--- src/rtl/mem_rd_arbiter_pkg.sv ---
// mem_rd_arbiter_pkg: shared widths, arbiter FSM state encodings and helpers
package mem_rd_arbiter_pkg;

    localparam int ADDR_SIZE  = 31;
    localparam int INSTR_SIZE = 31;

    localparam logic [1:0] ARB_IDLE    = 2'd0;
    localparam logic [1:0] ARB_GRANT_F = 2'd1;
    localparam logic [1:0] ARB_GRANT_L = 2'd2;
    localparam logic [1:0] ARB_RESP    = 2'd3;

    function automatic logic [3:0] sat_inc(input logic [3:0] v, input logic [3:0] max);
        return (v == max) ? v : v + 4'd1;
    endfunction

endpackage

--- src/rtl/mem_arb_watchdog.sv ---
// mem_arb_watchdog: counts cycles spent waiting on memory and flags expiry
module mem_arb_watchdog #(
    parameter int TIMEOUT = 64
) (
    input  logic clk,
    input  logic reset,
    input  logic load,
    input  logic count,
    output logic expire
);

    localparam int W = $clog2(TIMEOUT + 1);

    logic [W-1:0] cnt;

    // Restart on load, otherwise advance once per waiting cycle
    always_ff @(posedge clk or negedge reset) begin
        if (!reset) cnt <= '0;
        else if (load) cnt <= '0;
        else if (count) cnt <= cnt + W'(1);
    end

    assign expire = count && (cnt == W'(TIMEOUT - 1));

endmodule

--- src/rtl/mem_rd_arbiter.sv ---
// mem_rd_arbiter: shares one memory read port between fetch and load masters (optional watchdog: MEM_ARB_TIMEOUT_EN)
import mem_rd_arbiter_pkg::*;

module mem_rd_arbiter #(
    parameter int ADDR_W     = ADDR_SIZE + 1,
    parameter int DATA_W     = INSTR_SIZE + 1,
    parameter int MAX_CONSEC = 4,
    parameter int TIMEOUT    = 64
) (
    input  logic              clk,
    input  logic              reset,
    input  logic              f_rd_enable,
    input  logic [ADDR_W-1:0] f_rd_addr,
    output logic              f_rd_ready,
    output logic [DATA_W-1:0] f_rd_data,
    input  logic              f_flush,
    input  logic              l_rd_enable,
    input  logic [ADDR_W-1:0] l_rd_addr,
    output logic              l_rd_ready,
    output logic [DATA_W-1:0] l_rd_data,
    output logic              l_rd_error,
    output logic              f_rd_error,
    output logic              mem_rd_enable,
    output logic [ADDR_W-1:0] mem_rd_addr,
    input  logic [DATA_W-1:0] mem_rd_data,
    input  logic              mem_rd_ready
);

    logic [1:0]        state;
    logic [3:0]        starve_cnt;
    logic              kill;
    logic              f_req, l_req, pick_f, in_grant, aborted, done, f_kill;
    logic [DATA_W-1:0] rsp_data;

    // A flushed fetch never competes; fetch wins a tie only once loads have starved it
    assign f_req    = f_rd_enable & ~f_flush;
    assign l_req    = l_rd_enable;
    assign pick_f   = f_req & (~l_req | (starve_cnt == 4'(MAX_CONSEC)));
    assign in_grant = (state == ARB_GRANT_F) || (state == ARB_GRANT_L);
    assign done     = in_grant & (mem_rd_ready | aborted);
    assign f_kill   = kill | f_flush;
    assign rsp_data = mem_rd_ready ? mem_rd_data : '0;

`ifdef MEM_ARB_TIMEOUT_EN
    logic expire;

    mem_arb_watchdog #(.TIMEOUT(TIMEOUT)) u_watchdog (
        .clk    (clk),
        .reset  (reset),
        .load   (state == ARB_IDLE),
        .count  (in_grant),
        .expire (expire)
    );

    assign aborted = in_grant & ~mem_rd_ready & expire;
`else
    assign aborted    = 1'b0;
    assign f_rd_error = 1'b0;
    assign l_rd_error = 1'b0;
`endif

    // Arbitration, single outstanding memory transaction and response routing
    always_ff @(posedge clk or negedge reset) begin
        if (!reset) begin
            state         <= ARB_IDLE;
            starve_cnt    <= '0;
            kill          <= 1'b0;
            mem_rd_enable <= 1'b0;
            mem_rd_addr   <= '0;
            f_rd_ready    <= 1'b0;
            f_rd_data     <= '0;
            l_rd_ready    <= 1'b0;
            l_rd_data     <= '0;
`ifdef MEM_ARB_TIMEOUT_EN
            f_rd_error    <= 1'b0;
            l_rd_error    <= 1'b0;
`endif
        end else begin
            f_rd_ready <= 1'b0;
            l_rd_ready <= 1'b0;
`ifdef MEM_ARB_TIMEOUT_EN
            f_rd_error <= 1'b0;
            l_rd_error <= 1'b0;
`endif
            case (state)
                ARB_IDLE: begin
                    if (pick_f) begin
                        state         <= ARB_GRANT_F;
                        mem_rd_addr   <= f_rd_addr;
                        mem_rd_enable <= 1'b1;
                        starve_cnt    <= '0;
                    end else if (l_req) begin
                        state         <= ARB_GRANT_L;
                        mem_rd_addr   <= l_rd_addr;
                        mem_rd_enable <= 1'b1;
                        if (f_req) starve_cnt <= sat_inc(starve_cnt, 4'(MAX_CONSEC));
                    end
                end
                ARB_GRANT_F: begin
                    if (f_flush) kill <= 1'b1;
                    if (done) begin
                        state         <= ARB_RESP;
                        mem_rd_enable <= 1'b0;
                        if (!f_kill) begin
                            f_rd_ready <= 1'b1;
                            f_rd_data  <= rsp_data;
`ifdef MEM_ARB_TIMEOUT_EN
                            f_rd_error <= aborted;
`endif
                        end
                    end
                end
                ARB_GRANT_L: begin
                    if (done) begin
                        state         <= ARB_RESP;
                        mem_rd_enable <= 1'b0;
                        l_rd_ready    <= 1'b1;
                        l_rd_data     <= rsp_data;
`ifdef MEM_ARB_TIMEOUT_EN
                        l_rd_error    <= aborted;
`endif
                    end
                end
                default: begin
                    state <= ARB_IDLE;
                    kill  <= 1'b0;
                end
            endcase
        end
    end

endmodule

--- config.mk ---
export PLATFORM = sky130hd
export DESIGN_NAME = mem_rd_arbiter
export DESIGN_NICKNAME = d
export VERILOG_FILES = /design/src/rtl/mem_rd_arbiter_pkg.sv /design/src/rtl/mem_arb_watchdog.sv /design/src/rtl/mem_rd_arbiter.sv
export SDC_FILE = /design/constraint.sdc
export NUM_CORES = 1
export LEC_CHECK = 0
export BUFFER_PORTS_ARGS = -buffer_cell sky130_fd_sc_hd__buf_2
export CORE_MARGIN = 2
export CORE_UTILIZATION = 37
export CTS_CLUSTER_SIZE = 30
export DETAILED_ROUTE_END_ITERATION = 8
export PLACE_DENSITY_LB_ADDON = 0.25
export SYNTH_ARGS = -nofsm -noshare
export SYNTH_HDL_FRONTEND = slang
export SYNTH_SLANG_ARGS = --single-unit
--- constraint.sdc ---
create_clock -name clk -period 1.5 [get_ports clk]
set_input_delay 0.3 -clock clk [delete_from_list [all_inputs] [get_ports clk]]
set_output_delay 0.3 -clock clk [all_outputs]
set_load 0.02 [all_outputs]
Word level (Yosys, flattened, before mapping)
Cells that the tools add are included.
{"block": "classes", "n_addsub": 1, "n_mul": 0, "div": 0, "order_cmp": 0, "n_eq_ne": 7, "n_shift": 0, "muxes": 22, "bitwise": 9, "n_reduce_logical": 14}
{"op": "$mux 32", "n": 3}
{"op": "$mux 4", "n": 4}
{"op": "$mux 1", "n": 9}
{"op": "$reduce_and 2->1", "n": 4}
{"op": "$mux 2", "n": 3}
{"op": "$reduce_and 3->1", "n": 2}
{"op": "$reduce_bool 2->1", "n": 3}
{"op": "$add 4x1->4 const B", "n": 1}
{"op": "$eq 4x3->1 const B", "n": 1}
{"op": "$ne 2x2->1 const B", "n": 2}
{"op": "$not 1->1", "n": 4}
{"op": "$pmux 1 s2", "n": 2}
{"op": "$pmux 2 s2", "n": 1}
{"op": "$reduce_and 4->1", "n": 1}
{"op": "$reduce_or 2->1", "n": 2}
{"op": "$and 1x1->1", "n": 3}
{"op": "$ne 3x3->1 const B", "n": 1}
{"op": "$eq 2x1->1 const B", "n": 1}
{"op": "$eq 2x2->1 const B", "n": 1}
{"op": "$logic_not 2->1", "n": 1}
{"op": "$ne 2x1->1 const B", "n": 1}
{"op": "$or 1x1->1", "n": 2}
{"op": "$logic_or 1x1->1", "n": 1}
{"block": "totals", "regBits": 106, "latch_bits": 0, "ramBits": 0, "romBits": 0, "out_inout_bits": 101, "elab_cells": 62, "mem_count": 0}

Logic depth before layout (Yosys ltp)
{"block": "depth", "depth_word": 5, "depth_mapped": 8}

Worst setup path before layout
No wires, ideal clock.
{"block": "synth_timing", "kind": "reg2reg", "startpoint": "register state[0]", "endpoint": "register f_rd_data[10]", "setup_time_ns": 0.125, "t_arrival_ns": 1.586, "required_ns": 1.375, "path_slack_ns": -0.211, "stages_incl_launch_ff": 7, "n_path_buf": 1, "synth_period_minus_slack_ns": 1.711, "cell_sequence": "dfrtp_1 -> inv_1 -> ha_1 -> nand4b_1 -> nor2_2 -> buf_6 -> mux2_2"}
{"block": "synth_via", "elab_chain_cells": 4}
{"element": "from (decl)", "line_no": "mem_rd_arbiter.sv:29", "source": "logic [1:0] state;"}
{"element": "from (signal assigned)", "line_no": "mem_rd_arbiter.sv:65", "source": "state <= ARB_IDLE;"}
{"element": "from (signal assigned)", "line_no": "mem_rd_arbiter.sv:88", "source": "state <= ARB_GRANT_F;"}
{"element": "from (signal assigned)", "line_no": "mem_rd_arbiter.sv:93", "source": "state <= ARB_GRANT_L;"}
{"element": "$eq 2x1->1 or $eq 2x2->1 (tied branches)", "line_no": "mem_rd_arbiter.sv:39, mem_rd_arbiter.sv:85"}
{"element": "$logic_or 1x1->1", "line_no": "mem_rd_arbiter.sv:39", "source": "assign in_grant = (state == ARB_GRANT_F) || (state == ARB_GRANT_L);"}
{"element": "$and 1x1->1", "line_no": "mem_rd_arbiter.sv:40", "source": "assign done = in_grant & (mem_rd_ready | aborted);"}
{"element": "$reduce_and 3->1 (no source line) *"}
{"element": "to (signal assigned)", "line_no": "mem_rd_arbiter.sv:106", "source": "f_rd_data <= rsp_data;"}
{"element": "to (decl)", "line_no": "mem_rd_arbiter.sv:15", "source": "output logic [DATA_W-1:0] f_rd_data,"}
Mark *: on every way between the ends. The rest lies on a longest branch, timed or not.
A chain may end at the register's enable or synchronous reset.

Final worst setup path
{"block": "layout_timing", "startpoint": "register state[0]", "endpoint": "register f_rd_data[0]"}
The elaborated chain is that of the path after synthesis.

==> metrics.md <==
| Metric | Value |
|---|---|
| Register area share after synthesis | `53.0%` |
| Routed WL | `17.1 mm` |
| Max_cap viols | `0` |
| Sw Ratio | `40.2%` |
| Avg Synthesized Cell Area | `11.2 µm²` |
| GR Util All Layers | `around a fifth` |
| Yosys warnings | `0` |
| Most frequent cells in the layout | `buf_2 (199), dfrtp_1 (106), mux2_4 (48), nor2_1 (34), buf_4 (31)` |
| Dominant cells by area after synthesis | `dfrtp_1 (53%), mux2_2 (15%), a211oi_1 (4.8%)` |
| Worst Path Max Fanout | `8` |
| Clock Power Share | `12.7%` |
| Residual DRC | `0` |
| Endpoints failing hold | `0` |
| Crit end category | `register` |
| Antenna-violating nets left | `0` |
| Port Buf Inserts | `200` |
| Reg2Reg Setup Slack | `-210 ps` |
| Final GP Congestion | `0.774` |
| Failing checks | `setup timing` |
| Prevailing post-synth register cell | `dfrtp_1` |
| Root Buffer | `clkbuf_16` |
| Synth-to-Final Area Change | `66.7%` |
| Peak VDD IR | `1080 µV` |
| GR Layer Usage met1 | `26.2%` |
| RSZ-0062 raised after global routing | `true` |
| Clock Sinks | `106` |
| CP delay by family, top | `flip-flops` |
| First-pass GRT wire length | `about 24 mm` |
| LEAKAGE | `3.94 nW` |
| Vias | `~4700` |
| Drt wl/cell | `19.4 µm` |
| Arr. time, crit path | `1950 ps` |
| Initial detailed-routing violation count | `252` |
| Status | `finished, violations left` |
| Antenna Cells | `0` |
| Largest net degree at the start of global routing | `43` |
| Io pins | `203` |
| Flop pwr share | `28.8%` |
| Inserted Clock Buffers | `9` |
| Slowest cell on crit path | `dfrtp_1` |
| Die Area | `about 14000 µm²` |
| Clock buffer depth | `2` |
| Post-synth EDFFs | `0` |
| Share of layout cells above drive strength 1 | `69.0%` |
| Worst Reg2Reg Path Length in Cells | `7` |
| Grt met2 use | `34.1%` |
| Drt via density | `5.34` |
| Fillers | `1059` |
| Peak Freq | `0.584 GHz` |
| Hold Crit Start | `mem_rd_data[13]` |
| Final period util | `114%` |
| Synthesized flop and latch total | `106` |
| PwrDens | `~2100 nW/µm²` |
| Area of the mapped netlist | `between 5000 and 6000 µm²` |
| Worst-Margin Slew | `517 ps` |
| Vias in the first global route | `4596` |
| Logic pwr share | `between 50% and 60%` |
| Crit path cell chain | `inv_2 > ha_4 > nand4b_1 > nor2_4 > buf_6 > buf_16 > mux2_4` |
| Tightest Hold Check Type | `input port to register` |
| Worst Setup Start Kind | `register` |
| First-pass DRT Iterations | `4` |
| Initial Util | `between 30% and 40%` |
| Worst rel slew slack | `65.4%` |
| Dpl ws | `-226 ps` |
| Post-DP HPWL | `about 9 mm` |
| Slowest Stage Delay on Critical Path | `between 300 and 400 ps` |
| CP required | `1740 ps` |
| Share of flip-flops with an asynchronous set or reset | `100%` |
| FP Rows | `42` |
| Setup TNS Final | `-11690 ps` |
| Psw | `roughly 7.2 mW` |
| Met3 GRT Util | `under 10%` |
| Die Span Y | `120 µm` |
| Pint | `10.7 mW` |
| Final-report setup violation count | `101` |
| Htree depth | `3` |
| Final WS setup | `-213 ps` |
| Yosys top cell area share | `around 53%` |
| Fin nets | `around 800` |
| GRT busiest layer | `met2` |
| Die Wd | `120 µm` |
| Core Footprint | `13200 µm²` |
| Slew Viols, Final | `0` |
| Worst Path Buf+Inv | `3` |
| WS Path Type | `register to register` |
| Clk pin slew, worst setup/hold paths | `70 ps` |
| Cells after Synth | `449` |
| Worst skew pair latency | `350 ps` |
| Congestion Overflow GR | `0` |
| Netlist cell types | `28` |
| Minimum clock period | `1710 ps` |
| Largest area contributor in the netlist | `dfrtp_1` |
| Reg2reg end | `f_rd_data[0]` |
| Setup Skew | `10.1 ps` |
| FF-to-FF Start | `state[0]` |
| Initial antenna violation count | `1` |
| Worst hold path depth | `2` |
| CTS tree | `built` |
| Most common cell after layout, fill and taps aside | `buf_2` |
| WHS Endpoint | `f_rd_data[13]` |
## synthesized netlist by cell type, types with 3 or more instances
cell type	number
mux2_2	65
buf_4	9
nor2_1	34
nand3_1	3
o21ai_0	4
buf_6	4
buf_2	18
clkbuf_1	8
o22ai_1	32
nor3_1	33
inv_1	8
a21oi_1	36
nand2_1	5
dfrtp_1	106
ha_1	6
nor2b_1	33
a211oi_1	32
## final cells by class
cell class | instances | area, µm² | share of cell area, %
clock buffer | 10 | 229 | 2.74
clock inverter | 5 | 46.3 | 0.555
inverter | 8 | 35.0 | 0.420
multi-input combinational | 298 | 3040 | 36.5
sequential | 106 | 2650 | 31.8
tap | 176 | 220 | 2.64
timing repair buffer | 277 | 2120 | 25.4
## worst max-delay path by stage
stage          depth (start not counted)            end  slack [ps]  startpoint
3_5_place_dp                           6   f_rd_data[5]        -230    state[0]
5_1_grt                                7  f_rd_data[26]        -320    state[0]
2_1_floorplan                          6  f_rd_data[10]        -150    state[0]
6_report                               7   f_rd_data[0]        -210    state[0]
4_1_cts                                7  f_rd_data[26]        -200    state[0]
3_3_place_gp                           6   f_rd_data[8]        -180    state[0]
## registers in the layout, summed over array words and instances (netlist names)
name           count
f_rd_data         32
kill               1
mem_rd_enable      1
mem_rd_addr       32
l_rd_ready         1
state              2
starve_cnt         4
f_rd_ready         1
l_rd_data         32
## worst reg2reg max path: stages (launching register included)
cell and delay (ps):
dfrtp_1 390, inv_2 70, ha_4 270, nand4b_1 130, nor2_4 140, buf_6 150, buf_16 150, mux2_4 300
## stage by stage
stage	instances	util, %	power, mW	hold slack [ps]	cell area, µm²
finish	880	63.0	17.9	188	8350
global route	880	63.0	18.8	181	8350
CTS	858	56.8	16.4	176	7520
detailed placement	819	48.3	12.3	237	6400
global placement	819	48.3	12.1	236	6400
floorplan	450	-	9.75	4.41	5040
## cells by family after synthesis
group	count (synthesis)	synth area share, %
and+or+nand+nor	114	11.4
other	1	0.0749
adders and majority gates	6	1.50
muxes	66	14.8
AOI/OAI and AO/OA	109	14.0
buffers and inverters	47	5.25
DFF	106	53.0
## timing repair
| action | CTS | global route |
|---|---|---|
| hold endpoints to repair | 20 | 0 |
| pin swaps | 11 | 67 |
| setup endpoints to repair | 75 | 103 |
| gates cloned | 13 | 10 |
| buffers inserted | 10 | 20 |
| hold buffers | 1 | 0 |
| gates resized for setup | 109 | 148 |
## metal layers
| layer | up-vias | routed length [µm] |
|---|---|---|
| met5 | - | 16 |
| met4 | 2 | 397 |
| met3 | 29 | 1250 |
| met2 | 204 | 8730 |
| met1 | 2341 | 6720 |
| li1 | 2122 | - |
## power groups by stage
stage	Sequential, mW	Clock, mW	Combinational [mW]
after floorplan	6.64	0	3.11
after global placement	5.01	0	7.11
after detailed placement	5.09	0	7.26
after CTS	5.09	2.33	8.99
after global routing	5.30	2.44	11.1
final	5.15	2.28	10.5
No activity file was read; power rests on OpenSTA's default activity.
